### src/rtl/obj_pkg.sv
// rtl/obj_pkg.sv - shared constants, object word fields, list entry and FSM types for obj_line_scan
package obj_pkg;

    localparam int OBJ_MAX_DEF  = 64;
    localparam int LINE_MAX_DEF = 8;
    localparam int OBJ_H_DEF    = 16;

    localparam int OBJ_W     = 29;
    localparam int X_LSB     = 0;
    localparam int Y_LSB     = 8;
    localparam int CODE_LSB  = 16;
    localparam int COL_LSB   = 24;
    localparam int FLIPH_BIT = 27;
    localparam int FLIPV_BIT = 28;

    typedef struct packed {
        logic [3:0]       row;
        logic [OBJ_W-1:0] word;
    } lst_entry_t;

    typedef enum logic {
        S_IDLE,
        S_SCAN
    } scan_state_t;

endpackage

### src/rtl/obj_line_fifo.sv
// rtl/obj_line_fifo.sv - small synchronous FIFO holding the objects selected for the next line
module obj_line_fifo #(
    parameter int DEPTH = 8,
    parameter int WIDTH = 33,
    parameter int CNT_W = $clog2(DEPTH + 1)
) (
    input  logic             clk,
    input  logic             rst,
    input  logic             clr,
    input  logic             push,
    input  logic             pop,
    input  logic [WIDTH-1:0] wdata,
    output logic [WIDTH-1:0] rdata,
    output logic [CNT_W-1:0] count,
    output logic             empty
);
    localparam int AW = $clog2(DEPTH);

    logic [WIDTH-1:0] mem [DEPTH];
    logic [AW-1:0]    wr_ptr;
    logic [AW-1:0]    rd_ptr;
    logic             push_ok;
    logic             pop_ok;

    assign empty   = (count == '0);
    assign push_ok = push & (count != CNT_W'(DEPTH));
    assign pop_ok  = pop & ~empty;
    // Head reads as zero when empty so the output is clean after reset or clear
    assign rdata   = empty ? '0 : mem[rd_ptr];

    always_ff @(posedge clk) begin
        if (push_ok) begin
            mem[wr_ptr] <= wdata;
        end
    end

    always_ff @(posedge clk) begin
        if (rst || clr) begin
            wr_ptr <= '0;
            rd_ptr <= '0;
            count  <= '0;
        end else begin
            if (push_ok) wr_ptr <= wr_ptr + AW'(1);
            if (pop_ok)  rd_ptr <= rd_ptr + AW'(1);
            case ({push_ok, pop_ok})
                2'b10:   count <= count + CNT_W'(1);
                2'b01:   count <= count - CNT_W'(1);
                default: count <= count;
            endcase
        end
    end

endmodule

### src/rtl/obj_line_scan.sv
// rtl/obj_line_scan.sv - object table capture and per-line hit scan; OBJ_LINE_OVF_EN enables overflow detection
module obj_line_scan
    import obj_pkg::*;
#(
    parameter int OBJ_MAX  = OBJ_MAX_DEF,
    parameter int LINE_MAX = LINE_MAX_DEF,
    parameter int OBJ_H    = OBJ_H_DEF
) (
    input  logic        CLK20,
    input  logic        RESET,
    input  logic        DMCS,
    input  logic [28:0] DO,
    input  logic [7:0]  V,
    input  logic        HBDn,
    input  logic        VB,
    input  logic        LST_RD,
    output logic [32:0] LST_DATA,
    output logic        LST_EMPTY,
    output logic [3:0]  LST_CNT,
    output logic        LST_RDY,
    output logic        OVF
);
    localparam int AW = $clog2(OBJ_MAX);
    localparam int CW = $clog2(OBJ_MAX + 1);

    logic [OBJ_W-1:0] obj_table [OBJ_MAX];
    logic [CW-1:0]    obj_cnt;
    logic [CW-1:0]    rd_idx;
    logic [AW-1:0]    wr_idx;
    logic             vb_q, hbdn_q;
    logic             vb_rise, hb_fall, hb_rise, wr_en;
    logic [7:0]       tgt, d;
    logic [OBJ_W-1:0] word_rd;
    logic [3:0]       row;
    logic             hit;
    logic             start, finish, push, rd_adv, pop, fifo_empty, lst_rdy;
    lst_entry_t       push_data;
    scan_state_t      state, state_nxt;
`ifdef OBJ_LINE_OVF_EN
    logic             ovf_set;
    logic             ovf;
`endif

    assign vb_rise = VB & ~vb_q;
    assign hb_fall = hbdn_q & ~HBDn;
    assign hb_rise = HBDn & ~hbdn_q;
    // A write coinciding with the VB edge lands at entry 0 of the new frame
    assign wr_en   = DMCS & (vb_rise | (obj_cnt != CW'(OBJ_MAX)));
    assign wr_idx  = vb_rise ? '0 : obj_cnt[AW-1:0];

    always_ff @(posedge CLK20) begin
        if (wr_en) begin
            obj_table[wr_idx] <= DO;
        end
    end

    always_ff @(posedge CLK20) begin
        if (RESET) begin
            vb_q    <= 1'b0;
            hbdn_q  <= 1'b1;
            obj_cnt <= '0;
        end else begin
            vb_q   <= VB;
            hbdn_q <= HBDn;
            if (vb_rise)    obj_cnt <= wr_en ? CW'(1) : '0;
            else if (wr_en) obj_cnt <= obj_cnt + CW'(1);
        end
    end

    assign word_rd   = obj_table[rd_idx[AW-1:0]];
    assign d         = tgt - word_rd[Y_LSB +: 8];
    assign hit       = (d < 8'(OBJ_H));
    assign row       = word_rd[FLIPV_BIT] ? ~d[3:0] : d[3:0];
    assign push_data = '{row: row, word: word_rd};

    always_comb begin
        state_nxt = state;
        start     = 1'b0;
        finish    = 1'b0;
        push      = 1'b0;
        rd_adv    = 1'b0;
`ifdef OBJ_LINE_OVF_EN
        ovf_set   = 1'b0;
`endif
        case (state)
            S_IDLE: begin
                if (hb_fall && !VB) begin
                    start = 1'b1;
                    if (obj_cnt == '0) finish    = 1'b1;
                    else               state_nxt = S_SCAN;
                end
            end
            S_SCAN: begin
                if (hb_rise) begin
                    finish    = 1'b1;
                    state_nxt = S_IDLE;
                end else if (wr_en) begin
                    state_nxt = S_SCAN;
                end else if (rd_idx >= obj_cnt) begin
                    finish    = 1'b1;
                    state_nxt = S_IDLE;
                end else begin
                    rd_adv = 1'b1;
                    if ((rd_idx + CW'(1)) >= obj_cnt) begin
                        finish    = 1'b1;
                        state_nxt = S_IDLE;
                    end
                    if (hit) begin
                        if (LST_CNT < 4'(LINE_MAX)) push = 1'b1;
`ifdef OBJ_LINE_OVF_EN
                        else begin
                            ovf_set   = 1'b1;
                            finish    = 1'b1;
                            state_nxt = S_IDLE;
                        end
`else
                        if (LST_CNT == 4'(LINE_MAX - 1)) begin
                            finish    = 1'b1;
                            state_nxt = S_IDLE;
                        end
`endif
                    end
                end
            end
            default: state_nxt = S_IDLE;
        endcase
    end

    always_ff @(posedge CLK20) begin
        if (RESET) begin
            state   <= S_IDLE;
            rd_idx  <= '0;
            tgt     <= '0;
            lst_rdy <= 1'b0;
        end else begin
            state <= state_nxt;
            if (start) begin
                tgt     <= V + 8'd1;
                rd_idx  <= '0;
                lst_rdy <= 1'b0;
            end else if (rd_adv) begin
                rd_idx <= rd_idx + CW'(1);
            end
            if (finish) lst_rdy <= 1'b1;
        end
    end

`ifdef OBJ_LINE_OVF_EN
    always_ff @(posedge CLK20) begin
        if (RESET || start) ovf <= 1'b0;
        else if (ovf_set)   ovf <= 1'b1;
    end
    assign OVF = ovf;
`else
    assign OVF = 1'b0;
`endif

    assign LST_EMPTY = fifo_empty | (state == S_SCAN);
    assign pop       = LST_RD & ~LST_EMPTY;
    assign LST_RDY   = lst_rdy;

    obj_line_fifo #(
        .DEPTH (LINE_MAX),
        .WIDTH ($bits(lst_entry_t)),
        .CNT_W (4)
    ) u_fifo (
        .clk   (CLK20),
        .rst   (RESET),
        .clr   (start),
        .push  (push),
        .pop   (pop),
        .wdata (push_data),
        .rdata (LST_DATA),
        .count (LST_CNT),
        .empty (fifo_empty)
    );

endmodule

### config.mk
export PLATFORM = sky130hd
export DESIGN_NAME = obj_line_scan
export DESIGN_NICKNAME = d
export VERILOG_FILES = /design/src/rtl/obj_pkg.sv /design/src/rtl/obj_line_fifo.sv /design/src/rtl/obj_line_scan.sv
export SDC_FILE = /design/constraint.sdc
export NUM_CORES = 2
export LEC_CHECK = 0
export CAP_MARGIN = 20
export CORE_MARGIN = 5
export CORE_UTILIZATION = 56
export DETAILED_ROUTE_END_ITERATION = 12
export PLACE_DENSITY = 0.75
export SYNTH_ARGS = -nofsm -noshare
export SYNTH_HDL_FRONTEND = slang
export SYNTH_SLANG_ARGS = --single-unit
### constraint.sdc
create_clock -name CLK20 -period 7.34 [get_ports CLK20]
set_input_delay 1.468 -clock CLK20 [delete_from_list [all_inputs] [get_ports CLK20]]
set_output_delay 1.468 -clock CLK20 [all_outputs]
set_load 0.02 [all_outputs]
# After elaboration in Yosys (flattened, before gate mapping)

Memories as Yosys holds them, arrays and structs flattened. A register that Yosys moved wholly into a read port is not among the register bits.
Index checks and enable logic that the tools add are counted.

Memories: 2
Bits in writable memories: 2,120
Bits in read-only memories: 0
Bits in latches: 0
Word-level logic and storage cells: 101
Register bits after elaboration: 36

Eq/ne operators: 5
Div/mod/pow operators: 0
Shift-type cells: 0
Bitwise operators: 16
$lt $le $gt $ge: 4
Muxes and demuxes: 47
Add/subtract/negate cells: 8
Reduce and logical (&&, ||, !) cells: 9
Multipliers: 0

Memories:

| memory     | words | bits a word | rd ports | clocked after Yosys merged registers in | write ports | line                | source |
|---|---|---|---|---|---|---|---|
| obj_table  | 64    | 29          | 1        | 1                                       | 1           | obj_line_scan.sv:26 | `logic [OBJ_W-1:0] obj_table [OBJ_MAX];` |
| u_fifo.mem | 8     | 33          | 1        | 1                                       | 1           | obj_line_fifo.sv:19 | `logic [WIDTH-1:0] mem [DEPTH];` |

Operator list:

| cell                  | count |
|---|---|
| $mux W1               | 35 |
| $mux W33              | 1 |
| $mux W6               | 3 |
| $add A7 B1 Y7 const B | 2 |
| $ge A7 B7 Y1          | 2 |
| $mux W7               | 2 |
| $add A8 B1 Y8 const B | 1 |
| $lt A8 B5 Y1 const B  | 1 |
| $pmux W4 S2           | 1 |
| $sub A8 B8 Y8         | 1 |
| $and A1 B1 Y1         | 7 |
| $logic_not A7 Y1      | 1 |
| $ne A7 B7 Y1 const B  | 1 |
| $add A3 B1 Y3 const B | 2 |
| $mux W3               | 2 |
| $not A1 Y1            | 6 |
| $reduce_bool A2 Y1    | 3 |
| $add A4 B1 Y4 const B | 1 |
| $eq A4 B3 Y1 const B  | 1 |
| $logic_not A4 Y1      | 1 |
| $lt A4 B4 Y1 const B  | 1 |
| $mux W4               | 1 |
| $ne A4 B4 Y1 const B  | 1 |
| $not A4 Y4            | 1 |
| 9 further kinds       | 11 |

# Longest topological paths before layout

Depth in word-level cells: 10
Gate-level depth with buffers: 24
Gate-level depth less buffers: 20

# Hierarchy

Synthesis repeated with hierarchy kept, for this count alone.

Cells, all modules: 3,433
Area total of the unflattened synthesis: 83,344.9 µm²

By module, submodules not included:

| module        | cells each | sequential area each (µm²) | area an instance (µm²) | times used |
|---|---|---|---|---|
| obj_line_scan | 2,942      | 56,374.1                   | 72,623.4               | 1 |
| obj_line_fifo | 491        | 8,187.9                    | 10,721.5               | 1 |

# Worst setup path before layout

Ideal clock, no wire load.

Path type: reg-to-reg
Start point: register (tool-made name)
End point: memory u_fifo.mem[2][0] (enable)
Setup time: 471 ps
Data required time: 6,869 ps
Clock period less this slack: 7,440 ps
Stages on the path, launching flop included: 18
Path slack: -100 ps
Arrival time: 6,969 ps
Path through: dfxtp_1 > buf_2 > buf_2 > buf_2 > buf_1 > mux4_2 > mux4_2 > mux4_2 > ha_1 > inv_1 > fa_1 > a21o_1 > a21oi_1 > o311a_1 > nor4_1 > nand2_1 > or3_1 > nor3b_1

RTL lines:

| what             | line |
|---|---|
| end: declaration | obj_line_fifo.sv:19 |

==> run metrics <==
status finished clean; Hold WC Path Type reg -> reg; Max stage delay on crit path between 0.6 and 0.7 ns; setup bufs post-CTS 0; Ys Warns 0; Worst Skew 0.0555 ns; Clock Tree Buf Depth 3; worst-margin pin slew 1.21 ns; Nets roughly 3,800; Top Ports 83; critical path class reg -> reg; DRT iter0 DRCs around 5,400; layout cells sized above 1 around a third; gpl congestion about 0.83; CP max FO 37; mean post-synth cell area between 20 and 25 µm²; drt first pass iters 6; dpl cell area 87,200 µm²; final setup fails 0; Sw Pwr between 0.004 and 0.005 W; power per cell area 262 nW/µm²; fin crit period around 6.1 ns; drt total wl ~200 mm; number of max-cap violations 0; Setup TNS Final 0 ns; CP required between 8 and 9 ns; fin crit share around 83%; cell family contributing the most delay on the critical path multiplexers; Worst R2R Path Depth 20; grt total ovfl 0; most common cell in the netlist edfxtp_1; wire per inst ~34 µm; die width about 400 µm; Cell Count, Final, Fillers Out around 5,800; Hold-fix buffers, CTS 0; Inserted Clock Buffers approximately 200; die area about 160,000 µm²; count of pins over their slew limit 0; worst path bufs/invs 2; internal power 0.0197 W; fmax 164 MHz; EDFF count, synth 2,120; Via Count roughly 39,000; Clock Sinks 2,165; TritonCTS clock tree yes; Syn Inst Count about 3,400; crit path DAT about 7 ns; initial antenna violation count 7; Pleak 28.3 nW; clock-pin transition on the worst setup and hold timing paths ~0.070 ns; Die Span Y between 300 and 400 µm; Hold Fails Final Rpt 0; largest net degree at the start of global routing between 80 and 90; CTS Root Cell clkbuf_16; main area contributors after synthesis edfxtp_1 (77%), mux4_2 (18%), dfxtp_1 (1.1%); Post-Syn Nets ~3,500; Total GRT Usage between 20% and 30%; Yosys top cell area share roughly 77%; Yosys cell types 50; Final Cell Area 94,400 µm²; DRC violations left 0; Clock Latency Late Sink around 0.84 ns; Max transition margin 19.6%; Resize count post-CTS 0; Reg power frac 55.2%; Comb power frac ~1.6%; core box area between 100,000 and 150,000 µm²; Seq/Total Area, Yosys between 70% and 80%; cell area after synthesis 83,100 µm²; slowest CP cell dfxtp_4; Vias/cell ~6.7; Peak VDD IR 233 µV; dpl ws between 1 and 1.5 ns; CP endpoint kind flop; IO Port Bufs 81; switch share approximately 20%; Min-Delay Path Depth 2; critical path depth 20; register bit total from synthesis 2,165; Post-synth ARST share 0%; vias in the first global route about 40,000; startpoint types flop; cell row count ~140; PnR worst setup slack between 1 and 1.5 ns; critical-path cell list buf_12 > mux4_2 > mux4_2 > mux4_2 > inv_2 > ha_1 > nor2b_1 > o31a_1 > nor3_1 > a221oi_1 > nor4_1 > and2_1 > nand2_1 > ha_1 > ha_1 > a21o_1 > a21oi_1 > xnor2_1 > or3_1 > a21oi_1; H-tree Lvls 4; Initial Util between 50 and 60%; RSZ-0062 raised after global routing false; Most used DFF post-synth edfxtp_1; Routed Antenna Nets 0; Post-synth top cells edfxtp_1 (2,120), mux4_2 (670), nor2_1 (144), clkbuf_1 (60), buf_2 (57); most area-hungry cell type in the Yosys netlist edfxtp_1; clock power share between 40% and 50%; Post-DP HPWL ~110 mm; DP Cell Count about 5,400; Area growth, synth to finish 13.5%; first-pass GRT wire length approximately 280 mm
flip-flops by register name, indices dropped and copies added (netlist names), named ones only:
name / count
tgt: 8
vb_q: 1
obj_cnt: 7
LST_RDY: 1
u_fifo.wr_ptr: 3
hbdn_q: 1
rd_idx: 7
obj_table: 1856
state: 1
u_fifo.rd_ptr: 3
u_fifo.mem: 264
u_fifo.count: 4
final timing paths:
check          from               to  slack, ns
max            flop  u_fifo.count[3]       1.23
min          tgt[0]           tgt[0]       0.52
max reg2reg    flop  u_fifo.count[3]       1.23
min reg2reg  tgt[0]           tgt[0]       0.52
placed cells by master (no fill, tap or decap), types with 7 or more instances in the layout:
cell type        instances
edfxtp_1              2120
mux4_2                 670
clkbuf_16              201
buf_4                  123
nor2_1                  81
nor2_4                  63
clkdlybuf4s50_1         52
mux2i_1                 44
clkinv_1                42
clkbuf_1                39
dfxtp_1                 36
clkinv_2                35
ha_1                    31
buf_2                   29
buf_12                  28
bufinv_16               27
nand2_1                 25
xor2_1                  21
nand3_1                 21
xnor2_1                 16
inv_1                   15
a21oi_1                 14
clkinvlp_4              12
clkinv_16                9
nand4_1                  8
o21ai_0                  8
nor3_1                   7
a211oi_1                 7
metal layers:
layer  GRT usage, %  wire length (µm)  vias to the layer above  part of all wire [%]
met5          0.277                35                        -                 0.018
met4           7.93              6070                        4                   3.1
met3           7.27             22300                      403                    11
met2           40.6             96600                     2574                    49
met1           34.7             72100                    20600                    37
li1               -                 -                    15300                     -
cell type report:
type | count | area, µm²
diodes | 3 | 7.51
clock buffers | 240 | 5180
clock inverters | 135 | 1640
fillers | 9104 | 53300
inverters | 23 | 86.3
multi-input cells | 1079 | 18200
flip-flops and latches | 2165 | 64600
well taps | 1930 | 2410
repair buffers | 235 | 2220
per-stage QoR:
stage | total power [W] | util (%) | hold slack [ns]
floorplan | 0.0140 | - | 0.478
global placement | 0.0142 | 59.0 | 0.493
detailed placement | 0.0143 | 59.0 | 0.507
CTS | 0.0248 | 63.7 | 0.516
global route | 0.0254 | 63.9 | 0.548
finish | 0.0247 | 63.9 | 0.522
worst reg2reg max path, cell delays in order (launching register included):
cell and delay (ns):
dfxtp_4 0.64, buf_12 0.37, mux4_2 0.61, mux4_2 0.52
mux4_2 0.62, inv_2 0.14, ha_1 0.23, nor2b_1 0.14
o31a_1 0.29, nor3_1 0.20, a221oi_1 0.12, nor4_1 0.43
and2_1 0.27, nand2_1 0.08, ha_1 0.23, ha_1 0.29
a21o_1 0.17, a21oi_1 0.18, xnor2_1 0.09, or3_1 0.30
a21oi_1 0.14
power groups by stage:
stage	combinational [W]	sequential [W]	clock (W)
floorplan	0.000131	0.0139	0
global placement	0.000352	0.0139	0
detailed placement	0.000370	0.0139	0
CTS	0.000372	0.0136	0.0108
global route	0.000429	0.0136	0.0114
finish	0.000403	0.0136	0.0107
cells by family after synthesis:
| kind of cell | Yosys count | synth area share [%] |
|---|---|---|
| buffers and inverters | 191 | 1.04 |
| adder cells (fa/ha/maj) | 33 | 0.515 |
| multiplexers | 714 | 18.7 |
| AND/OR/NAND/NOR | 243 | 1.29 |
| other | 1 | 0.00451 |
| XOR/XNOR | 37 | 0.390 |
| AO/OA/AOI/OAI | 51 | 0.406 |
| flip-flops | 2165 | 77.7 |
Note: power is estimated with default switching activity, not from simulation.
